File: config.mk
export PLATFORM = sky130hd
export DESIGN_NAME = binary_to_bcd_seq
export DESIGN_NICKNAME = d
export VERILOG_FILES = /design/src/rtl/binary_to_bcd_seq.sv
export SDC_FILE = /design/constraint.sdc
export NUM_CORES = 1
export LEC_CHECK = 0
export CORE_MARGIN = 2
export CORE_UTILIZATION = 48
export DETAILED_ROUTE_END_ITERATION = 10
export PLACE_DENSITY = 0.74
export SLEW_MARGIN = 20
export SYNTH_ARGS = -nofsm -noshare
export SYNTH_HDL_FRONTEND = slang
export SYNTH_SLANG_ARGS = --single-unit
File: constraint.sdc
create_clock -name clk -period 1.4 [get_ports clk]
set_input_delay 0.35 -clock clk [delete_from_list [all_inputs] [get_ports clk]]
set_output_delay 0.35 -clock clk [all_outputs]
set_load 0.02 [all_outputs]
File: src/rtl/binary_to_bcd_seq.sv
// Sequential binary-to-BCD converter using shift-and-add-3 (double-dabble), one bit per cycle.
// Inputs above 10^DIGITS-1 saturate to all-nines and raise overflow.
module binary_to_bcd_seq #(
    parameter int unsigned WIDTH  = 10,
    parameter int unsigned DIGITS = 3
) (
    input  logic                  clk,
    input  logic                  reset,
    input  logic                  start,
    input  logic [WIDTH-1:0]      bin_in,
    output logic                  busy,
    output logic                  done,
    output logic [4*DIGITS-1:0]   bcd_out,
    output logic                  overflow
);

    function automatic longint unsigned pow10(input int unsigned n);
        longint unsigned p;
        p = 1;
        for (int unsigned i = 0; i < n; i++) begin
            p = p * 10;
        end
        return p;
    endfunction

    localparam longint unsigned MAX   = pow10(DIGITS) - 1;
    localparam int unsigned     BW    = 4 * DIGITS;
    localparam int unsigned     SW    = BW + WIDTH;
    localparam int unsigned     CNT_W = (WIDTH > 1) ? $clog2(WIDTH) : 1;

    typedef enum logic [1:0] {
        StIdle,
        StShift,
        StDone
    } state_e;

    state_e             state_q;
    logic [SW-1:0]      sr_q;
    logic [SW-1:0]      sr_d;
    logic [BW-1:0]      adj;
    logic [CNT_W-1:0]   count_q;
    logic               ovf_q;
    logic               sat;
    logic [WIDTH-1:0]   load_val;

    // Saturate out-of-range inputs so every result digit stays within 0..9.
    always_comb begin
        sat      = 64'(bin_in) > MAX;
        load_val = sat ? WIDTH'(MAX) : bin_in;
    end

    // {scratch, binary} is one register: add-3 on scratch digits, then shift left by one.
    always_comb begin
        adj = sr_q[SW-1:WIDTH];
        for (int i = 0; i < int'(DIGITS); i++) begin
            if (sr_q[WIDTH+4*i +: 4] >= 4'd5) begin
                adj[4*i +: 4] = sr_q[WIDTH+4*i +: 4] + 4'd3;
            end
        end
        sr_d = {adj, sr_q[WIDTH-1:0]} << 1;
    end

    always_ff @(posedge clk) begin
        if (reset) begin
            state_q  <= StIdle;
            sr_q     <= '0;
            count_q  <= '0;
            ovf_q    <= 1'b0;
            busy     <= 1'b0;
            done     <= 1'b0;
            bcd_out  <= '0;
            overflow <= 1'b0;
        end else begin
            case (state_q)
                StIdle: begin
                    done <= 1'b0;
                    if (start) begin
                        state_q <= StShift;
                        sr_q    <= {{BW{1'b0}}, load_val};
                        count_q <= '0;
                        ovf_q   <= sat;
                        busy    <= 1'b1;
                    end
                end
                StShift: begin
                    sr_q    <= sr_d;
                    count_q <= count_q + 1'b1;
                    if (count_q == CNT_W'(WIDTH - 1)) begin
                        state_q  <= StDone;
                        busy     <= 1'b0;
                        done     <= 1'b1;
                        bcd_out  <= sr_d[SW-1:WIDTH];
                        overflow <= ovf_q;
                    end
                end
                StDone: begin
                    done    <= 1'b0;
                    state_q <= StIdle;
                end
                default: begin
                    state_q <= StIdle;
                    busy    <= 1'b0;
                    done    <= 1'b0;
                end
            endcase
        end
    end

endmodule

Yosys cells after proc, flatten, opt, wreduce, memory -nomap -nowiden
Index checks and enable logic that the tools add are counted.
{"block": "op_classes", "n_mux": 14, "reduce_logical": 8, "eq_ne": 5, "order_cmp": 4, "add_sub_neg": 4, "bitwise": 2}
{"operator": "$pmux 22 s2", "count": 1}
{"operator": "$mux 22", "count": 1}
{"operator": "$ge 4x3->1 const B", "count": 3}
{"operator": "$mux 4", "count": 3}
{"operator": "$gt 10x10->1 const B", "count": 1}
{"operator": "$mux 10", "count": 1}
{"operator": "$add 4x2->4 const B", "count": 2}
{"operator": "$pmux 4 s2", "count": 1}
{"operator": "$reduce_and 2->1", "count": 4}
{"operator": "$add 4x1->4 const B", "count": 1}
{"operator": "$eq 4x4->1 const B", "count": 1}
{"operator": "$mux 2", "count": 2}
{"operator": "$ne 2x2->1 const B", "count": 2}
{"operator": "$pmux 2 s2", "count": 1}
{"operator": "$add 3x2->3 const B", "count": 1}
{"operator": "$mux 3", "count": 1}
{"operator": "$pmux 1 s3", "count": 1}
{"operator": "$reduce_and 3->1", "count": 1}
{"operator": "$eq 2x1->1 const B", "count": 1}
{"operator": "$eq 2x2->1 const B", "count": 1}
{"operator": "$logic_not 2->1", "count": 1}
{"operator": "$mux 1", "count": 2}
{"operator": "$not 1->1", "count": 2}
{"operator": "$reduce_bool 2->1", "count": 1}
{"operator": "$reduce_or 2->1", "count": 1}
{"block": "word_totals", "out_inout_bits": 15, "reg_bits": 44, "elab_cells": 45}

Longest topological paths before layout
Gate-level depths: netlist (run 1).
{"block": "logic_depth", "word_depth": 4, "ltp_mapped": 7, "ltp_nobuf": 7}

Worst setup path before layout (run 1)
OpenSTA, ideal clock, no wires.
{"block": "synth_path", "kind": "flip-flop to flip-flop", "from": "reg count_q[0]", "to": "reg bcd_out[10]", "path_stages_with_launch": 7, "arrival_ns": 1.322, "required_ns": 1.286, "period_less_slack_ns": 1.436, "path_slack_ns": -0.036, "cell_sequence": "dfxtp_1 -> ha_1 -> nand3b_4 -> or2_1 -> buf_6 -> and3_1 -> a21o_1"}
{"block": "synth_between", "elab_chain_cells": 2}
{"element": "start: declaration", "line_no": "41", "source": "logic [CNT_W-1:0] count_q;"}
{"element": "start signal: assignment", "line_no": "87", "source": "count_q <= count_q + 1'b1;"}
{"element": "$eq 4x4->1", "line_no": "88", "source": "if (count_q == CNT_W'(WIDTH - 1)) begin"}
{"element": "$reduce_and 2->1 (no source line)"}
{"element": "end signal: assignment", "line_no": "92", "source": "bcd_out <= sr_d[SW-1:WIDTH];"}
{"element": "end: declaration", "line_no": "13", "source": "output logic [4*DIGITS-1:0] bcd_out,"}
No other way between the ends.
A chain may end at the register's enable or synchronous reset.

Final worst setup path (run 1)
{"block": "layout_path", "from": "reg state_q[0]", "to": "reg count_q[3]"}
{"block": "layout_between", "elab_chain_cells": 3, "elab_cells_between_ends": 6, "cone_classes": "eq/ne (2); mux (1); reduce/logical (3)"}
{"element": "start: declaration", "line_no": "37", "source": "state_e state_q;"}
{"element": "start signal: assignment", "line_no": "65", "source": "state_q <= StIdle;"}
{"element": "start signal: assignment", "line_no": "78", "source": "state_q <= StShift;"}
{"element": "start signal: assignment", "line_no": "89", "source": "state_q <= StDone;"}
{"element": "$eq 2x1->1 or $logic_not 2->1 (tied branches)", "line_no": "74", "source": "case (state_q)"}
{"element": "$reduce_bool 2->1 (no source line) or $ne 2x2->1 (tied branches)"}
{"element": "$reduce_and 2->1 (no source line)"}
Parallel ways exist; a longest one is shown, timed or not.

==> key figures, run 1 <==
Global route
  – First-pass GRT wire length: 7.89 mm
  – Largest net degree at the start of global routing: 14
  – Total GRT Usage: 0.229
  – Initial antenna violation count: 0
  – GR Overflow Total: 0
  – Vias in the first global route: 1754

Yosys
  – Yosys warnings: 0
  – Synth Flop Type: dfxtp_1
  – Post-synthesis cell area: 0.00199 sq mm
  – Asr flop ratio synth: 0
  – Seq cells post-synth: 44
  – Synth top area share: 0.444
  – Area contributors post-synth: dfxtp_1 44%, ha_1 5.0%, a211oi_1 3.8%, nand2_1 3.2%, nor2_1 3.2%
  – Synth area leader: dfxtp_1
  – Netlist cell types: 41
  – Register area share after synthesis: 0.444
  – EDFF count, synth: 0
  – Cells after Synth: 214
  – Syn_area_per_cell: 9.28 sq um
  – Post-Syn Nets: 235

Clocking
  – CTS tree: done
  – Clock latency on the worst-skew pair: 0.30 ns
  – CTS Buffer Depth: 2
  – Htree depth: 2
  – CTS sink count: 44
  – Root Buffer: clkbuf_8
  – Clk pin slew, worst setup/hold paths: 0.08 ns
  – # hold bufs at CTS: 0
  – Clock buffer count from CTS: 5

Critical path
  – Crit-path cells: buf_6, or3b_4, and3_1, o21a_1
  – Startpoint Class: register
  – Crit path capture: count_q[3]
  – Cells on worst reg2reg path: 4
  – CP max stage delay: 0.43 ns
  – Worst Setup End Kind: register
  – Worst-path maximum fanout: 10
  – Crit path arrival time: 1.60 ns
  – Buffers plus inverters on the worst setup path: 1
  – Cell family with most CP delay: simple AND/OR/NAND/NOR gates
  – Critical path's slowest cell: or3b_4
  – Worst reg2reg endpoint: count_q[3]
  – Crit path kind: register to register
  – Cell depth of the worst setup path: 4
  – CP Launch Point: state_q[0]
  – Critical Path RT: 1.60 ns
  – Worst flop-to-flop path startpoint: state_q[0]
  – R2R setup slack: 0.002 ns

Timing
  – Worst-Margin Slew: 0.382 ns
  – Fin. Hold Viols: 0
  – Hold_ws: 0.446 ns
  – Fin. max-slew vios: 0
  – Relative slew margins: 0.745
  – Final period utilization: 0.999
  – # setup viols final: 0
  – RSZ-0062 raised after global routing: yes
  – Min Tclk post-route: 1.40 ns
  – Final Skew: 0.00516 ns
  – Max frequency: 715 MHz

Cells and area
  – NumNets Final: 310
  – Non-filler instance count after layout: 340
  – Post-layout util: 0.734
  – Final Instance Area: 0.00293 sq mm
  – Syn-to-layout area delta: 47.8%
  – Share of cells above drive strength 1: 0.397
  – # diodes: 0

Floorplan
  – Row cnt: 23
  – Core area: 0.00400 sq mm
  – Die W: 68.3 microns
  – Initial Utilization: 0.496
  – Die Ht: 68.3 microns
  – Die area: 0.00467 sq mm
  – I/O pin total: 28

Pwr
  – P per Cell Area: 867 mW/mm^2
  – Worst VDD drop: 0.669 mV
  – Final Power: 0.00254 W
  – Leakage: 1.28 nW

Flow run
  – Max Cap Viol: 0

Route
  – Initial DRC count: 77
  – DRC viols: 0
  – Routed Antenna Nets: 0
  – WL per Instance: 15.8 microns
  – Post-DR vias/cell: 5.52
  – Vias: 1876
  – Routed WL: 5.37 mm
  – Drt pass-1 iters: 4

Min path
  – Worst Hold Class: register to register
  – Worst Hold Launch: done
  – Hold Path Depth: 2

Place
  – DP Cell Count: 324
  – Placed Instance Area: 0.00261 sq mm
  – Post-detail-place hpwl: 3.44 mm
  – PortBufs: 27
  – GPL Wtd Cong: 0.804

Outcome
  – Status: finished, final reports clean
-- report_power, final --
group / total (W) / switching [W] / internal, W
Clock: 0.000848 / 0.000447 / 0.000401
Sequential: 0.00132 / 0.0000284 / 0.00129
Combinational: 0.000379 / 0.000177 / 0.000202
Total: 0.00254 / 0.000652 / 0.00189
-- synth_stat cells (3+ instances only) --
cell type,count
dfxtp_1,44
nand2_1,17
nor2_1,17
a21oi_1,11
inv_1,11
a211oi_1,10
buf_2,8
ha_1,8
a22oi_1,7
o22ai_1,7
a21o_1,6
nor3b_1,6
a2bb2oi_1,5
o21ai_0,5
nand2b_1,4
o21ai_1,4
o221a_2,4
a32o_1,3
clkbuf_1,3
nor3_1,3
o31ai_1,3
xnor2_1,3
-- cell usage in the layout, fill, tap and decap left out, types with 5 or more instances in the layout --
cell and n:
nor2_1 15, a21o_1 6, nand2_1 16, a21oi_1 9, o21ai_0 5, inv_2 6, inv_1 5, a2bb2oi_1 5
dfxtp_2 7, a211oi_2 5, o22ai_1 7, dlygate4sd2_1 15, buf_4 48, clkbuf_8 6, clkdlybuf4s50_1 11, dfxtp_1 35
a22oi_1 7, a211oi_1 5
-- flip-flops by register name, summed over array words and instances, names as in the netlist --
register	count
bcd_out	12
busy	1
count_q	4
done	1
overflow	1
ovf_q	1
sr_q	22
state_q	2
-- cells by family (layout without fill, tap and decap cells) --
| logic type | after synthesis | in the layout | share of synthesized area |
|---|---|---|---|
| and+or+nand+nor | 59 | 60 | 0.155 |
| xor gates and xnor gates | 3 | 3 | 0.0132 |
| adders and majority gates | 8 | 8 | 0.0504 |
| buffers and inverters | 23 | 98 | 0.0523 |
| muxes | 2 | 2 | 0.0107 |
| DFF | 44 | 44 | 0.444 |
| AOI/OAI and AO/OA | 75 | 75 | 0.275 |
-- final cells by class --
| class | instances | area (sq um) |
|---|---|---|
| clock inverters | 1 | 7.51 |
| fillers | 270 | 1070 |
| flip-flops and latches | 44 | 897 |
| well taps | 50 | 62.6 |
| clock buffers | 7 | 86.3 |
| inverters | 11 | 41.3 |
| multi-input cells | 148 | 1180 |
| repair buffers | 79 | 659 |
-- worst register-to-register path, stage by stage, from the launching register on --
cell and delay (ns):
dfxtp_1 0.34, buf_6 0.15, or3b_4 0.44, and3_1 0.19, o21a_1 0.18
-- routing by layer --
| metal | global-route usage | wire, microns |
|---|---|---|
| met3 | 0.0411 | 237 |
| met1 | 0.275 | 2300 |
| met2 | 0.410 | 2770 |
| met5 | 0 | 0 |
| met4 | 0.0750 | 63 |
-- worst min path at each step --
| stage | endpoint |
|---|---|
| after global placement | sr_q[0] |
| after floorplan | sr_q[0] |
| after global routing | sr_q[0] |
| after CTS | done |
| final | done |
| after detailed placement | done |
-- timing repair --
action / CTS / global route
pin swaps: 4 / 10
buffers inserted: 2 / 4
cloned: 1 / 1
endpoints found under the setup margin: 38 / 29
gates resized for setup: 28 / 42
-- per-stage QoR --
step / TNS (ns) / setup slack (ns)
floorplan: 0 / 0.0174
global placement: -7.57 / -0.321
detailed placement: -7.86 / -0.341
CTS: 0 / 0.00212
global route: -0.101 / -0.0195
finish: 0 / 0.00195
(Power assumes the default switching activity.)
==> run 2: changes to the inputs <==
--- a/config.mk
+++ b/config.mk
@@ -5,6 +5,7 @@
 export SDC_FILE = /design/constraint.sdc
 export NUM_CORES = 1
 export LEC_CHECK = 0
+export CORE_ASPECT_RATIO = 0.6
 export CORE_MARGIN = 2
 export CORE_UTILIZATION = 48
 export DETAILED_ROUTE_END_ITERATION = 10
==> run 2 against run 1 <==
  * Power increased by 6.2%
  * Sequential share of layout area decreased by 0.68 points
  * Sequential power about the same
  * Design area increased by 1.7%
  * Critical path type unchanged
  * Largest power group unchanged
==> key figures, run 2 (synthesis results as in run 1) <==
Cells and area
  – Post-layout util: 0.740
  – Top Registers: sr_q (22), bcd_out (12), count_q (4)
  – Most common cell after layout, fill and taps aside: buf_4
  – Max reg flops: 22
  – NumNets Final: 310
  – Syn-to-layout area delta: 50.3%
  – Most flops, register: sr_q
  – Share of cells above drive strength 1: 0.428
  – Commonest cells after routing, fill and taps aside: 49 x buf_4, 35 x dfxtp_1, 16 x nand2_1, 16 x dlygate4sd2_1, 15 x nor2_1
  – # diodes: 0

Floorplan
  – Die W: 87.0 microns
  – Initial Utilization: 0.493
  – Row cnt: 18
  – Die Ht: 53.8 microns
  – I/O pin total: 28
  – Core area: 0.00403 sq mm
  – Die area: 0.00468 sq mm

Critical path
  – Crit-path cells: inv_2, ha_2, nand2b_4, a21o_1, a211o_1, a21oi_1
  – CP max stage delay: 0.36 ns
  – Cell family with most CP delay: compound AO/OA/AOI/OAI gates
  – Buffers plus inverters on the worst setup path: 1
  – Worst-path maximum fanout: 3
  – Crit path kind: register to register
  – Startpoint Class: register
  – Worst Setup End Kind: register
  – Crit path arrival time: 1.63 ns
  – Critical Path RT: 1.63 ns
  – Critical path's slowest cell: dfxtp_2

Pwr
  – Worst VDD drop: 0.607 mV
  – Leakage: 1.28 nW
  – P per Cell Area: 905 mW/mm^2

Timing
  – Worst-Margin Slew: 0.371 ns
  – Final period utilization: 0.995
  – Final Skew: 0.0129 ns
  – Max frequency: 718 MHz
  – Fin. Hold Viols: 0
  – Relative slew margins: 0.750
  – # setup viols final: 0
  – Min Tclk post-route: 1.39 ns
  – Hold_ws: 0.449 ns
  – Fin. max-slew vios: 0
  – RSZ-0062 raised after global routing: yes

Min path
  – Worst Hold Class: register to register

Global route
  – Total GRT Usage: 0.238
  – Largest net degree at the start of global routing: 15
  – Vias in the first global route: 1686
  – First-pass GRT wire length: 8.37 mm
  – GR Overflow Total: 0
  – Initial antenna violation count: 0

Place
  – Post-detail-place hpwl: 3.68 mm
  – GPL Wtd Cong: 0.782
  – PortBufs: 27

Clocking
  – CTS sink count: 44
  – # hold bufs at CTS: 0
  – Clock buffer count from CTS: 5
  – Root Buffer: clkbuf_8
  – CTS Buffer Depth: 2
  – Clock latency on the worst-skew pair: 0.30 ns
  – Clk pin slew, worst setup/hold paths: 0.09 ns
  – CTS tree: done
  – Htree depth: 2

Route
  – DRC viols: 0
  – Routed Antenna Nets: 0
  – Vias: 1886
  – WL per Instance: 16.2 microns
  – Routed WL: 5.52 mm
  – Drt pass-1 iters: 4
  – Initial DRC count: 128
  – Post-DR vias/cell: 5.55

Outcome
  – Status: finished, final reports clean

Flow run
  – Max Cap Viol: 0
-- run 2: layout make-up --
type | instances | area [sq um]
clock buffer | 5 | 68.8
multi-input combinational | 148 | 1230
clock inverter | 3 | 42.5
fill | 286 | 1050
sequential | 44 | 892
timing repair buffer | 79 | 648
inverter | 11 | 43.8
tap | 50 | 62.6
-- run 2: path summary, 6_finish.rpt --
path,start,to,slack (ns),cells after the start
setup / recovery,sr_q[11],bcd_out[2],0.006,6
hold / removal,done,done,0.45,2
setup reg to reg,sr_q[11],bcd_out[2],0.006,6
hold reg to reg,done,done,0.45,2
-- run 2: worst min-delay path: cells and delay by family (launching register included) --
family                 cells  cell delay, ns
buffers and inverters      1            0.05
AO/OA/AOI/OAI              1            0.05
flip-flops                 1            0.32
-- run 2: power breakdown --
group          internal, W  switching, W
Clock             0.000529      0.000459
Combinational     0.000210      0.000180
Sequential         0.00129     0.0000311
-- run 2: what timing repair did --
action                                  4_1_cts  5_1_grt
cloned                                        1        1
resized for setup                            33       45
endpoints found under the setup margin       37       33
buffers inserted                              0        6
pin swaps                                     4       14
-- run 2: metal layers --
metal / vias to the layer above / track usage / wire length [microns]
met4: 0 / 0.0547 / 39
met5: - / 0 / 0
li1: 929 / - / -
met3: 7 / 0.0506 / 337
met1: 897 / 0.366 / 2800
met2: 53 / 0.336 / 2340
-- run 2: metrics by stage --
step                      instance area, sq um  cells  setup TNS, ns  setup slack, ns  power [W]
final                                     2980    340              0          0.00638    0.00270
after global routing                      2980    340         -0.305          -0.0809    0.00280
after CTS                                 2750    333              0         0.000500    0.00267
after detailed placement                  2610    324          -8.34           -0.392    0.00170
after global placement                    2610    324          -7.52           -0.297    0.00170
after floorplan                           2000    214              0           0.0174    0.00152
==> run 3: changes to the inputs <==
--- a/config.mk
+++ b/config.mk
@@ -9,6 +9,7 @@
 export CORE_MARGIN = 2
 export CORE_UTILIZATION = 48
 export DETAILED_ROUTE_END_ITERATION = 10
+export GPL_ROUTABILITY_DRIVEN = 0
 export PLACE_DENSITY = 0.74
 export SLEW_MARGIN = 20
 export SYNTH_ARGS = -nofsm -noshare
==> results of run 3 <==
No change in the layout: final DEF, timing and power equal those of run 2.
==> patch (config.mk and constraints of run 2) <==
`WIDTH`: 10 -> 12.
--- a/src/rtl/binary_to_bcd_seq.sv
+++ b/src/rtl/binary_to_bcd_seq.sv
@@ -3,3 +3,3 @@
 module binary_to_bcd_seq #(
-    parameter int unsigned WIDTH  = 10,
+    parameter int unsigned WIDTH  = 12,
     parameter int unsigned DIGITS = 3
Interface: changed (resized bin_in); port bits go from 28 to 30. The function was not compared with the original's and may differ.
==> patch against run 2 <==
- the run now ends with setup timing left
- critical path depth increased by 1
- total power is 2.2% lower
- sequential share of layout area grew 0.23 points
- clock skew fell by 5.9 ps
- final area rose by 4.7%
- routed wire length rose by 2.9%
- sequential cell count rose by 2
- first-iteration DRC count shrank 3.1%
- largest power group unchanged
- final cell count is 8.2% higher
- setup slack worse by 66 ps
- area after synthesis rose by 4.3%
- via count rose by 7.7%
- combinational power fell by 26%
- worst hold slack better by 13 ps
==> patch: results (changes against run 2) <==
INFO  metric wl_met1 = 2.79 mm (-0.64%)
INFO  metric stdcell_count = 368 (+8.2%)
INFO  metric seq_area_share = 30.1% (+0.23 points)
INFO  metric worst_ir_drop_vdd = 0.793 mV (+31%)
INFO  metric grt_util_all_layers = 23.5% (-0.23 points)
INFO  metric worst_slew_margin_rel = 72.0% (-3.0 points)
INFO  metric hold-path-endpoint = sr_q[5]
INFO  metric first_global_vias = 1,757 (+4.2%)
INFO  metric pin_count_of_the_biggest_net_entering_global_routing = 16 (+1)
INFO  metric dpl.cell_count = 355 (+9.6%)
INFO  metric met3_demand_to_capacity_share_in_global_routing = 5.58% (+0.52 points)
INFO  metric grt_first_pass_wirelength = 8.53 mm (+1.9%)
INFO  metric synth_fa_ha_area_share = 4.23% (-0.81 points)
INFO  metric static-leakage-power = 0.00127 uW (-1.0%)
INFO  metric power-per-cell-area = 846 nW/um2 (-6.6%)
INFO  metric ctsResizeCount = 36 (+9.1%)
INFO  metric total_internal_power = 2020 uW (-0.39%)
INFO  metric synth_cell_types = 38 (-7.3%)
INFO  metric finalWeightedCongestion = 0.779 (-0.46%)
INFO  metric hold_ws = 462 ps (+12.6 ps)
INFO  metric post_drt_wl_per_cell = 15.4 um (-4.9%)
INFO  metric wl_met2 = 2.52 mm (+7.8%)
INFO  metric fill_cells = 283 (-1.0%)
INFO  metric nMultiInputCombCells = 165 (+11%)
INFO  metric violations = setup timing
INFO  metric synthesis.nets = 253 (+7.7%)
INFO  metric setup_slack = -59.5 ps (-65.9 ps)
INFO  metric layout.non_clock_inverters = 7 (-4)
INFO  metric crit_path_end = bcd_out[3]
INFO  metric cpMaxStageDelayCell = dfxtp_4
INFO  metric hpwl = 3.99 mm (+8.2%)
INFO  metric grt_use_met1 = 35.3% (-1.3 points)
INFO  metric synth_sequential_area_ratio = 44.5% (+0.11 points)
INFO  metric buf_share = 22.7% (+1.0 points)
INFO  metric finalNetCount = 329 (+6.1%)
INFO  metric setup-violations-final = 7 (+7)
INFO  metric netlist_top_cells_area = dfxtp_1 44%, nor2_1 4.5%, ha_1 4.2%
INFO  metric setup-tns-final = -251 ps (-251 ps)
INFO  metric run_status = complete, but fails checks
INFO  metric post_drt_via_cell_ratio = 5.52 (-0.46%)
INFO  metric ff2ff_path_depth = 7 (+1)
INFO  metric first_drt_pass_iteration_count = 5 (+1)
INFO  metric final_layout_size_suffix_gt1_share = 37.0% (-5.7 points)
INFO  metric crit_path_max_fanout = 5 (+2)
INFO  metric post-cts-setup-buffers = 2 (+2)
INFO  metric cts_sinks = 46 (+4.5%)
==> patch: changes by cell type in the layout (fill, tap and decap cells not counted), moves of 4 or more <==
| cell | before | now |
|---|---|---|
| o21ai_1 | 7 | 0 |
| o221a_2 | 4 | 0 |
| nand2b_1 | 1 | 7 |
| nor2_1 | 15 | 23 |
| a22oi_1 | 7 | 2 |
| o31ai_1 | 2 | 8 |
| a21oi_1 | 8 | 15 |
| o21ai_0 | 2 | 7 |
| a2bb2oi_1 | 5 | 0 |
==> patch: power groups by stage <==
| stage | combinational (uW) | sequential [uW] | clock (uW) |
|---|---|---|---|
| finish | 290 | 1360 | 991 |
| global route | 314 | 1360 | 1070 |
| CTS | 275 | 1360 | 1000 |
| detailed placement | 271 | 1390 | 0 |
| global placement | 265 | 1390 | 0 |
| floorplan | 109 | 1390 | 0 |
==> patch: worst reg2reg max path, stage by stage, from the launching register on <==
cell	delay [ps]
dfxtp_4	370
ha_4	130
nand3b_1	140
buf_6	170
nor2_4	160
buf_6	150
nor2_1	50
a211oi_1	200
